[src/rtl/vu_vt_fetch.sv]
// vu_vt_fetch: vector-thread instruction fetch sequencer.
//
// On vt_fire the block captures vt_pc and streams word fetches to the
// instruction memory. Responses land in a small circular buffer that feeds VT
// decode/issue. The number of fetches in flight plus the number of buffered
// entries never exceeds DEPTH, so the buffer cannot overflow and the memory
// needs no backpressure. Once the stop instruction reaches the head of the
// buffer and every in-flight fetch has returned, vt_stop pulses for one cycle,
// the buffer is flushed and the block returns to idle.
//
// Ports
//   clk            : sole clock, all state updates on posedge
//   reset          : synchronous, active-low reset
//   vt_fire        : start pulse from TVEC (ignored unless idle)
//   vt_pc          : start PC, sampled with vt_fire
//   vt_stop        : one-cycle pulse, thread block complete
//   imem_req_val   : fetch request valid
//   imem_req_rdy   : memory accepts the request
//   imem_req_addr  : fetch byte address
//   imem_resp_val  : fetch response valid (in order, no backpressure)
//   imem_resp_data : fetched instruction
//   inst_val       : head instruction valid to VT issue
//   inst_rdy       : VT issue accepts the head instruction
//   inst_bits      : head instruction bits
//   inst_pc        : PC of the head instruction

module vu_vt_fetch #(
  parameter int unsigned DEPTH    = 4,
  parameter logic [6:0]  STOP_OPC = 7'b1110111
) (
  input  logic        clk,
  input  logic        reset,
  input  logic        vt_fire,
  input  logic [31:0] vt_pc,
  output logic        vt_stop,
  output logic        imem_req_val,
  input  logic        imem_req_rdy,
  output logic [31:0] imem_req_addr,
  input  logic        imem_resp_val,
  input  logic [31:0] imem_resp_data,
  output logic        inst_val,
  input  logic        inst_rdy,
  output logic [31:0] inst_bits,
  output logic [31:0] inst_pc
);

  localparam int unsigned     PtrW      = (DEPTH > 1) ? $clog2(DEPTH) : 1;
  localparam int unsigned     CntW      = $clog2(DEPTH + 1);
  localparam logic [CntW:0]   CreditMax = (CntW + 1)'(DEPTH);
  localparam logic [PtrW-1:0] PtrLast   = PtrW'(DEPTH - 1);

  typedef enum logic [1:0] {
    StIdle,
    StFetch,
    StDrain
  } state_e;

  state_e            state_q;
  logic [31:0]       fetch_pc_q;
  logic [31:0]       resp_pc_q;
  logic [CntW-1:0]   outstanding_q;
  logic [CntW-1:0]   count_q;
  logic [PtrW-1:0]   head_q;
  logic [PtrW-1:0]   tail_q;
  logic [31:0]       buf_bits_q [DEPTH];
  logic [31:0]       buf_pc_q   [DEPTH];
  logic              buf_stop_q [DEPTH];

  logic [CntW:0]     credits_used;
  logic              req_fire;
  logic              resp_take;
  logic              resp_is_stop;
  logic              enq;
  logic              buf_nonempty;
  logic              head_is_stop;
  logic              pop;
  logic [CntW-1:0]   outstanding_d;

  function automatic logic [PtrW-1:0] ptr_inc(input logic [PtrW-1:0] p);
    return (p == PtrLast) ? '0 : p + 1'b1;
  endfunction

  // Every fetch either sits in flight or occupies a buffer slot; a request is
  // only issued while a slot is guaranteed for its response.
  assign credits_used  = {1'b0, outstanding_q} + {1'b0, count_q};
  assign imem_req_val  = (state_q == StFetch) && (credits_used < CreditMax);
  assign imem_req_addr = fetch_pc_q;
  assign req_fire      = imem_req_val & imem_req_rdy;

  // A response with nothing outstanding is stray (e.g. after a reset) and dropped.
  assign resp_take     = imem_resp_val && (outstanding_q != '0);
  assign resp_is_stop  = (imem_resp_data[6:0] == STOP_OPC);
  assign enq           = resp_take && (state_q == StFetch);

  assign buf_nonempty  = (count_q != '0);
  assign head_is_stop  = buf_nonempty && buf_stop_q[head_q];
  assign inst_val      = buf_nonempty && !buf_stop_q[head_q];
  assign inst_bits     = buf_bits_q[head_q];
  assign inst_pc       = buf_pc_q[head_q];
  assign pop           = inst_val && inst_rdy;

  assign outstanding_d = outstanding_q + CntW'(req_fire) - CntW'(resp_take);

  // Completion counts a response returning in this same cycle. No request can
  // fire here: a stop at the head implies the block is draining.
  assign vt_stop       = head_is_stop && (outstanding_d == '0);

  always_ff @(posedge clk) begin
    if (!reset) begin
      state_q       <= StIdle;
      fetch_pc_q    <= '0;
      resp_pc_q     <= '0;
      outstanding_q <= '0;
      count_q       <= '0;
      head_q        <= '0;
      tail_q        <= '0;
      for (int unsigned i = 0; i < DEPTH; i++) begin
        buf_bits_q[i] <= '0;
        buf_pc_q[i]   <= '0;
        buf_stop_q[i] <= 1'b0;
      end
    end else begin
      outstanding_q <= outstanding_d;

      if (req_fire) begin
        fetch_pc_q <= fetch_pc_q + 32'd4;
      end

      if (enq) begin
        buf_bits_q[tail_q] <= imem_resp_data;
        buf_pc_q[tail_q]   <= resp_pc_q;
        buf_stop_q[tail_q] <= resp_is_stop;
        tail_q             <= ptr_inc(tail_q);
        resp_pc_q          <= resp_pc_q + 32'd4;
      end

      if (pop) begin
        head_q <= ptr_inc(head_q);
      end

      unique case (state_q)
        StIdle: begin
          if (vt_fire) begin
            state_q    <= StFetch;
            fetch_pc_q <= vt_pc;
            resp_pc_q  <= vt_pc;
          end
        end
        StFetch: begin
          // Requests accepted this cycle stay counted in outstanding_q and
          // are drained and discarded later.
          if (enq && resp_is_stop) begin
            state_q <= StDrain;
          end
        end
        StDrain: begin
          if (vt_stop) begin
            state_q <= StIdle;
          end
        end
        default: state_q <= StIdle;
      endcase

      // Completion pops the stop entry and flushes the whole buffer.
      if (vt_stop) begin
        count_q <= '0;
        head_q  <= '0;
        tail_q  <= '0;
      end else begin
        count_q <= count_q + CntW'(enq) - CntW'(pop);
      end
    end
  end

endmodule

[config.mk]
export PLATFORM = sky130hd
export DESIGN_NAME = vu_vt_fetch
export DESIGN_NICKNAME = d
export VERILOG_FILES = /design/src/rtl/vu_vt_fetch.sv
export SDC_FILE = /design/constraint.sdc
export NUM_CORES = 1
export LEC_CHECK = 0
export ABC_AREA = 1
export CELL_PAD_IN_SITES_DETAIL_PLACEMENT = 1
export CELL_PAD_IN_SITES_GLOBAL_PLACEMENT = 1
export CORE_MARGIN = 2
export CORE_UTILIZATION = 43
export DETAILED_ROUTE_END_ITERATION = 10
export HOLD_SLACK_MARGIN = 0.1
export PLACE_DENSITY_LB_ADDON = 0.05
export SKIP_LAST_GASP = 1
export SYNTH_ARGS = -nofsm -noshare
export SYNTH_HDL_FRONTEND = slang
export SYNTH_SLANG_ARGS = --single-unit
export TNS_END_PERCENT = 5
[constraint.sdc]
create_clock -name clk -period 9.01 [get_ports clk]
set_clock_uncertainty 0.15 [all_clocks]
set_input_delay 0.901 -clock clk [delete_from_list [all_inputs] [get_ports clk]]
set_output_delay 0.901 -clock clk [all_outputs]
set_load 0.05 [all_outputs]
=== Word level (Yosys, flattened, before mapping) ===
Memories as Yosys holds them, arrays and structs flattened. A register that Yosys moved wholly into a read port is not among the register bits.
Index checks and enable logic that the tools add are counted.

* Add/sub/neg operators: 9
* Multipliers: 0
* Div/mod/pow operators: 0
* $lt $le $gt $ge: 1
* Eq/ne operators: 8
* Shift operators: 0
* Multiplexer cells: 31
* Bitwise logic cells: 2
* Reduce and logical (&&, ||, !) cells: 18

{| class="wikitable"
|+ Operator list
! cell !! count
|-
| two-way mux 32 bit || 8
|-
| adder 32 x 3 -> 32 bit, second input constant || 2
|-
| OR reduction 32 bit || 2
|-
| two-way mux 2 bit || 14
|-
| logical AND 1 bit || 8
|-
| two-way mux 1 bit || 8
|-
| equality test 7 bit, second input constant || 1
|-
| adder 3 x 1 -> 3 bit || 2
|-
| equality test 2 bit, second input constant || 3
|-
| one-hot mux 2 bit (3 select lines) || 1
|-
| nonzero test 3 bit || 2
|-
| subtractor 3 x 1 -> 3 bit || 2
|-
| adder 2 x 1 -> 2 bit, second input constant || 2
|-
| adder 3 x 3 -> 4 bit || 1
|-
| less-than comparator 4 x 3 -> 1 bit, second input constant || 1
|-
| inequality test 2 bit, second input constant || 2
|-
| logical NOT 3 bit || 1
|-
| AND reduction 3 bit || 1
|-
| equality test 2 x 1 -> 1 bit, second input constant || 1
|-
| logical NOT 2 bit || 1
|-
| inequality test 2 x 1 -> 1 bit, second input constant || 1
|-
| OR reduction 2 bit || 1
|-
| AND 1 bit || 1
|-
| logical NOT 1 bit || 1
|-
| other kinds (2) || 2
|}

* Bits in registers: 76
* Bits in latches: 0
* RAM bits: 260
* Bits in read-only memories: 0
* Output and inout port bits: 99
* Word-level logic and storage cells: 79
* Memories kept: 3

{| class="wikitable"
|+ Memories
! memory !! depth !! bits a word !! rd ports !! clocked after memory_dff !! write ports !! RTL line !! RTL
|-
| buf_bits_q || 4 || 32 || 1 || 1 || 4 || 65 || <nowiki>logic [31:0] buf_bits_q [DEPTH];</nowiki>
|-
| buf_pc_q || 4 || 32 || 1 || 1 || 4 || 66 || <nowiki>logic [31:0] buf_pc_q [DEPTH];</nowiki>
|-
| buf_stop_q || 4 || 1 || 1 || 1 || 4 || 67 || <nowiki>logic buf_stop_q [DEPTH];</nowiki>
|}

=== Depth between registers and ports, before layout ===
* Depth after elaboration: 10
* Depth in mapped cells: 16

=== Worst setup path before layout ===
OpenSTA, ideal clock, no wires.

* Kind: input -> register
* Start point: in imem_resp_val
* End point: mem buf_bits_q[3][0], enable pin
* Library setup time: 0.584 ns
* Arrival: 6.000 ns
* Slack: 2.276 ns
* Stages: 3
* Path through: nand3_4 > buf_2 > o31ai_1

{| class="wikitable"
|+ RTL lines
! element !! RTL line !! RTL
|-
| start: declaration || 39 || <nowiki>input logic imem_resp_val,</nowiki>
|-
| end: declaration || 65 ||
|}

=== Final worst setup path ===
* Start point: reg outstanding_q[1]
* End point: out vt_stop

* Longest elaborated chain between the ends: 8
* Elaborated cells between the ends (all ways): 10

{| class="wikitable"
|+ RTL lines
! element !! RTL line !! RTL
|-
| start: declaration || 61 || <nowiki>logic [CntW-1:0] outstanding_q;</nowiki>
|-
| start signal: assignment || 123 || <nowiki>outstanding_q <= outstanding_d;</nowiki>
|-
| adder 3 x 3 -> 4 bit || 85 || <nowiki>assign credits_used = {1'b0, outstanding_q} + {1'b0, count_q};</nowiki>
|-
| less-than comparator 4 x 3 -> 1 bit || 86 || <nowiki>assign imem_req_val = (state_q == StFetch) && (credits_used < CreditMax);</nowiki>
|-
| logical AND 1 bit || 86 ||
|-
| AND 1 bit || 88 || <nowiki>assign req_fire = imem_req_val & imem_req_rdy;</nowiki>
|-
| adder 3 x 1 -> 3 bit || 102 || <nowiki>assign outstanding_d = outstanding_q + CntW'(req_fire) - CntW'(resp_take);</nowiki>
|-
| subtractor 3 x 1 -> 3 bit (*) || 102 ||
|-
| logical NOT 3 bit (*) || 106 || <nowiki>assign vt_stop = head_is_stop && (outstanding_d == '0);</nowiki>
|-
| logical AND 1 bit (*) || 106 ||
|-
| end: declaration || 35 || <nowiki>output logic vt_stop,</nowiki>
|}

Mark *: on every way between the ends. The rest lies on a longest branch, timed or not.

==> flow_metrics.py <==
metrics = {
    "yosys": {
        "synthXorXnorAreaFrac_pct": 0.445,
        "synth_top_family_by_area": "simple AND/OR/NAND/NOR gates",
        "synthSimpleGateAreaFrac_pct": 21.8,
        "synth_compound_area_share_pct": 9.41,
        "synth.area.mux_share_pct": 0,
        "synth.top_cell.area_share_pct": 49.0,
        "synthArstFlopShare_pct": 0,
        "synth_ff_type": "edfxtp_1",
        "synth_largest_area_cell": "edfxtp_1",
        "synthCells": 1776,
        "synthAdderAreaFrac_pct": 1.05,
        "ys_seq_area_share_pct": 59.1,
        "synth_seq_cells": 336,
        "synth-edff-count": 257,
        "syn-cell-area_mm2": 0.0157,
        "ys_types": 31,
        "synth_area_leaders": "edfxtp_1 49%, dfxtp_1 10%, nor2_1 9.6%",
        "avgSynthCellArea_um2": 8.86,
        "syn_nets": 1858,
        "ys_warn_count": 0,
    },
    "worst_setup_path": {
        "critPathKind": "flop to primary output",
        "worstSetupStartpointType": "flop",
        "cpMostUsedCell": "inv_1",
        "crit_fanout": 12,
        "cp.required_ns": 7.96,
        "end_kind": "primary output",
        "critPathSlowestCell": "clkdlybuf4s50_1",
        "cp_cell_sequence": "ha_1, nand3_1, nand2_1, nor2_1, nand2_1, ha_1, inv_1, ha_1, inv_1, fa_1, inv_1, nor2_1, nand4_1, inv_1, clkdlybuf4s50_1",
        "slowest_delay_ns": 0.80,
        "arrival_ns": 4.11,
    },
    "placed_design": {
        "port_buffers": 168,
        "hpwl_mm": 26.6,
        "gp_congestion": 0.798,
        "dp_cells": 2324,
    },
    "detailed_routing": {
        "drc": 0,
        "viasPerCell": 5.31,
        "avgRoutedWirePerCell_um": 18.5,
        "drtAntennaViolNets": 0,
        "firstDrtPassIters": 5,
        "wirelength_mm": 44.3,
        "route.vias.total": 12725,
        "dr.first_iter.drc_count": 694,
    },
    "cts": {
        "cts_setup_buffers": 0,
        "clkSinkCount": 336,
        "cts_root_buf": "clkbuf_16",
        "clock_latency_ns": 0.53,
        "clkTransAtPathRegs_ns": 0.05,
        "cts.hold.buffers_added": 0,
        "cts_resized": 0,
        "clk_path_buf_depth": 3,
        "cts_tree": "built",
        "htreeDepth": 2,
        "cts_made_buffers": 39,
    },
    "timing": {
        "tns_ns": 0,
        "finalHoldViolCount": 0,
        "worstMarginPinSlew_ns": 1.10,
        "finalSetupViolCount": 0,
        "period_minus_slack_ns": 5.16,
        "maxSlewHeadroom_pct": 26.4,
        "maxSlewViolCount": 0,
        "post-route-period-util_pct": 57.3,
        "rsz0062_at_grt": "false",
        "clock.fmax_mhz": 194,
    },
    "floorplanning": {
        "start_util_pct": 43.3,
        "dieWidth_um": 195,
        "ios": 169,
        "core_area_mm2": 0.0363,
        "fp-row-count": 70,
        "die-area_mm2": 0.0381,
        "die_h_um": 195,
    },
    "power_and_ir_drop": {
        "p_total_mw": 5.10,
        "max-vdd-ir-drop_v": 0.000150,
        "power_density_mw_per_mm2": 269,
        "leakage_nw": 7.59,
    },
    "status": {
        "outcome": "complete, no violations",
    },
    "grt": {
        "antenna_found_initial": 0,
        "grt_max_degree": 91,
        "grt_usage_pct": 23.5,
        "grt_pass1_wl_mm": 70.8,
        "grt_pass1_vias": 13443,
        "grt_remaining_overflow": 0,
    },
    "flow_run": {
        "drv_cap": 0,
    },
    "min_path": {
        "hold_path.class": "flop to flop",
    },
    "finish": {
        "fill_cells": 4207,
        "nNetsFinal": 1979,
        "diodes": 0,
        "drive_above_1_share_pct": 5.09,
        "stdcell_count": 2395,
        "syn_to_final_growth_pct": 20.3,
    },
}
## worst paths after layout
check | startpoint | endpoint | slack [ns] | cells after the start
max | outstanding_q[1] | vt_stop | 3.85 | 15
min | buf_stop_q[2] | buf_stop_q[2] | 0.33 | 2
max reg2reg | flop | count_q[2] | 4.98 | 16
min reg2reg | buf_stop_q[2] | buf_stop_q[2] | 0.33 | 2
## through the flow
step / setup WS [ns] / instance area [um^2] / hold WS [ns] / utilization [%]
2_1_floorplan: 2.28 / 15700 / 0.302 / -
6_report: 3.85 / 18900 / 0.332 / 52.1
4_1_cts: 3.83 / 18900 / 0.333 / 52.1
3_3_place_gp: 4.06 / 17700 / 0.317 / 48.6
5_1_grt: 3.50 / 18900 / 0.353 / 52.1
3_5_place_dp: 4.00 / 17700 / 0.325 / 48.6
## power by group
group | internal [mW] | switching [mW] | total, mW | leakage, nW
Sequential | 1.77 | 0.0872 | 1.85 | 3.31
Clock | 0.906 | 0.636 | 1.54 | 0.619
Combinational | 0.494 | 1.20 | 1.70 | 3.66
Total | 3.17 | 1.93 | 5.10 | 7.59
## Yosys cell counts, drive strengths merged, types with 6 or more instances
cell type,instances
nor2,412
edfxtp,257
nand2,221
inv,218
o21ai,195
nand3,82
dfxtp,79
nor3,72
o22ai,64
clkbuf,60
buf,40
nand4,27
a21oi,12
ha,10
nand3b,8
xor2,6
## cells by family (layout without fill, tap and decap cells)
group,count (synthesis),in the layout
AOI/OAI and AO/OA,277,277
xor gates and xnor gates,8,8
adders and majority gates,12,12
buffers and inverters,318,469
DFF,336,336
and+or+nand+nor,825,825
## cell usage in the layout, fill, tap and decap left out, types with 27 or more instances in the layout
cell / instances
inv_1: 213
nand3_1: 81
o22ai_1: 64
clkdlybuf4s50_1: 168
nand4_1: 27
nor3_1: 71
nor2_1: 403
dfxtp_1: 77
o21ai_0: 185
nand2_1: 215
clkbuf_16: 40
edfxtp_1: 257
## flip-flops by register name, summed over array words and instances (netlist names), 3 cells and up, named ones only
name           count
resp_pc_q         31
outstanding_q      3
buf_pc_q         128
count_q            3
buf_stop_q         4
imem_req_addr     31
buf_bits_q       128
## final cells by class
type | count | area (um^2) | area share [%]
inverter | 218 | 825 | 4.36
clock buffer | 44 | 1030 | 5.42
sequential | 336 | 9300 | 49.2
multi-input combinational | 1122 | 5190 | 27.4
timing repair buffer | 180 | 1770 | 9.36
clock inverter | 27 | 221 | 1.17
tap | 468 | 586 | 3.09
## metal layers
layer	GRT usage, %	routed length (um)	vias to the layer above	part of all wire [%]
met2	42.1	22100	261	50
met1	30.4	19700	6246	44
li1	-	-	6158	-
met5	0	0	-	0
met4	6.22	953	0	2.2
met3	2.76	1620	60	3.6
## critical path: cells and delay by family (launching register included)
family                     cells  cell delay, ns
and+or+nand+nor                6            0.82
DFF                            1            0.44
buffers and inverters          5            1.04
adders and majority gates      4            1.30
Note: power is estimated with default switching activity, not from simulation.
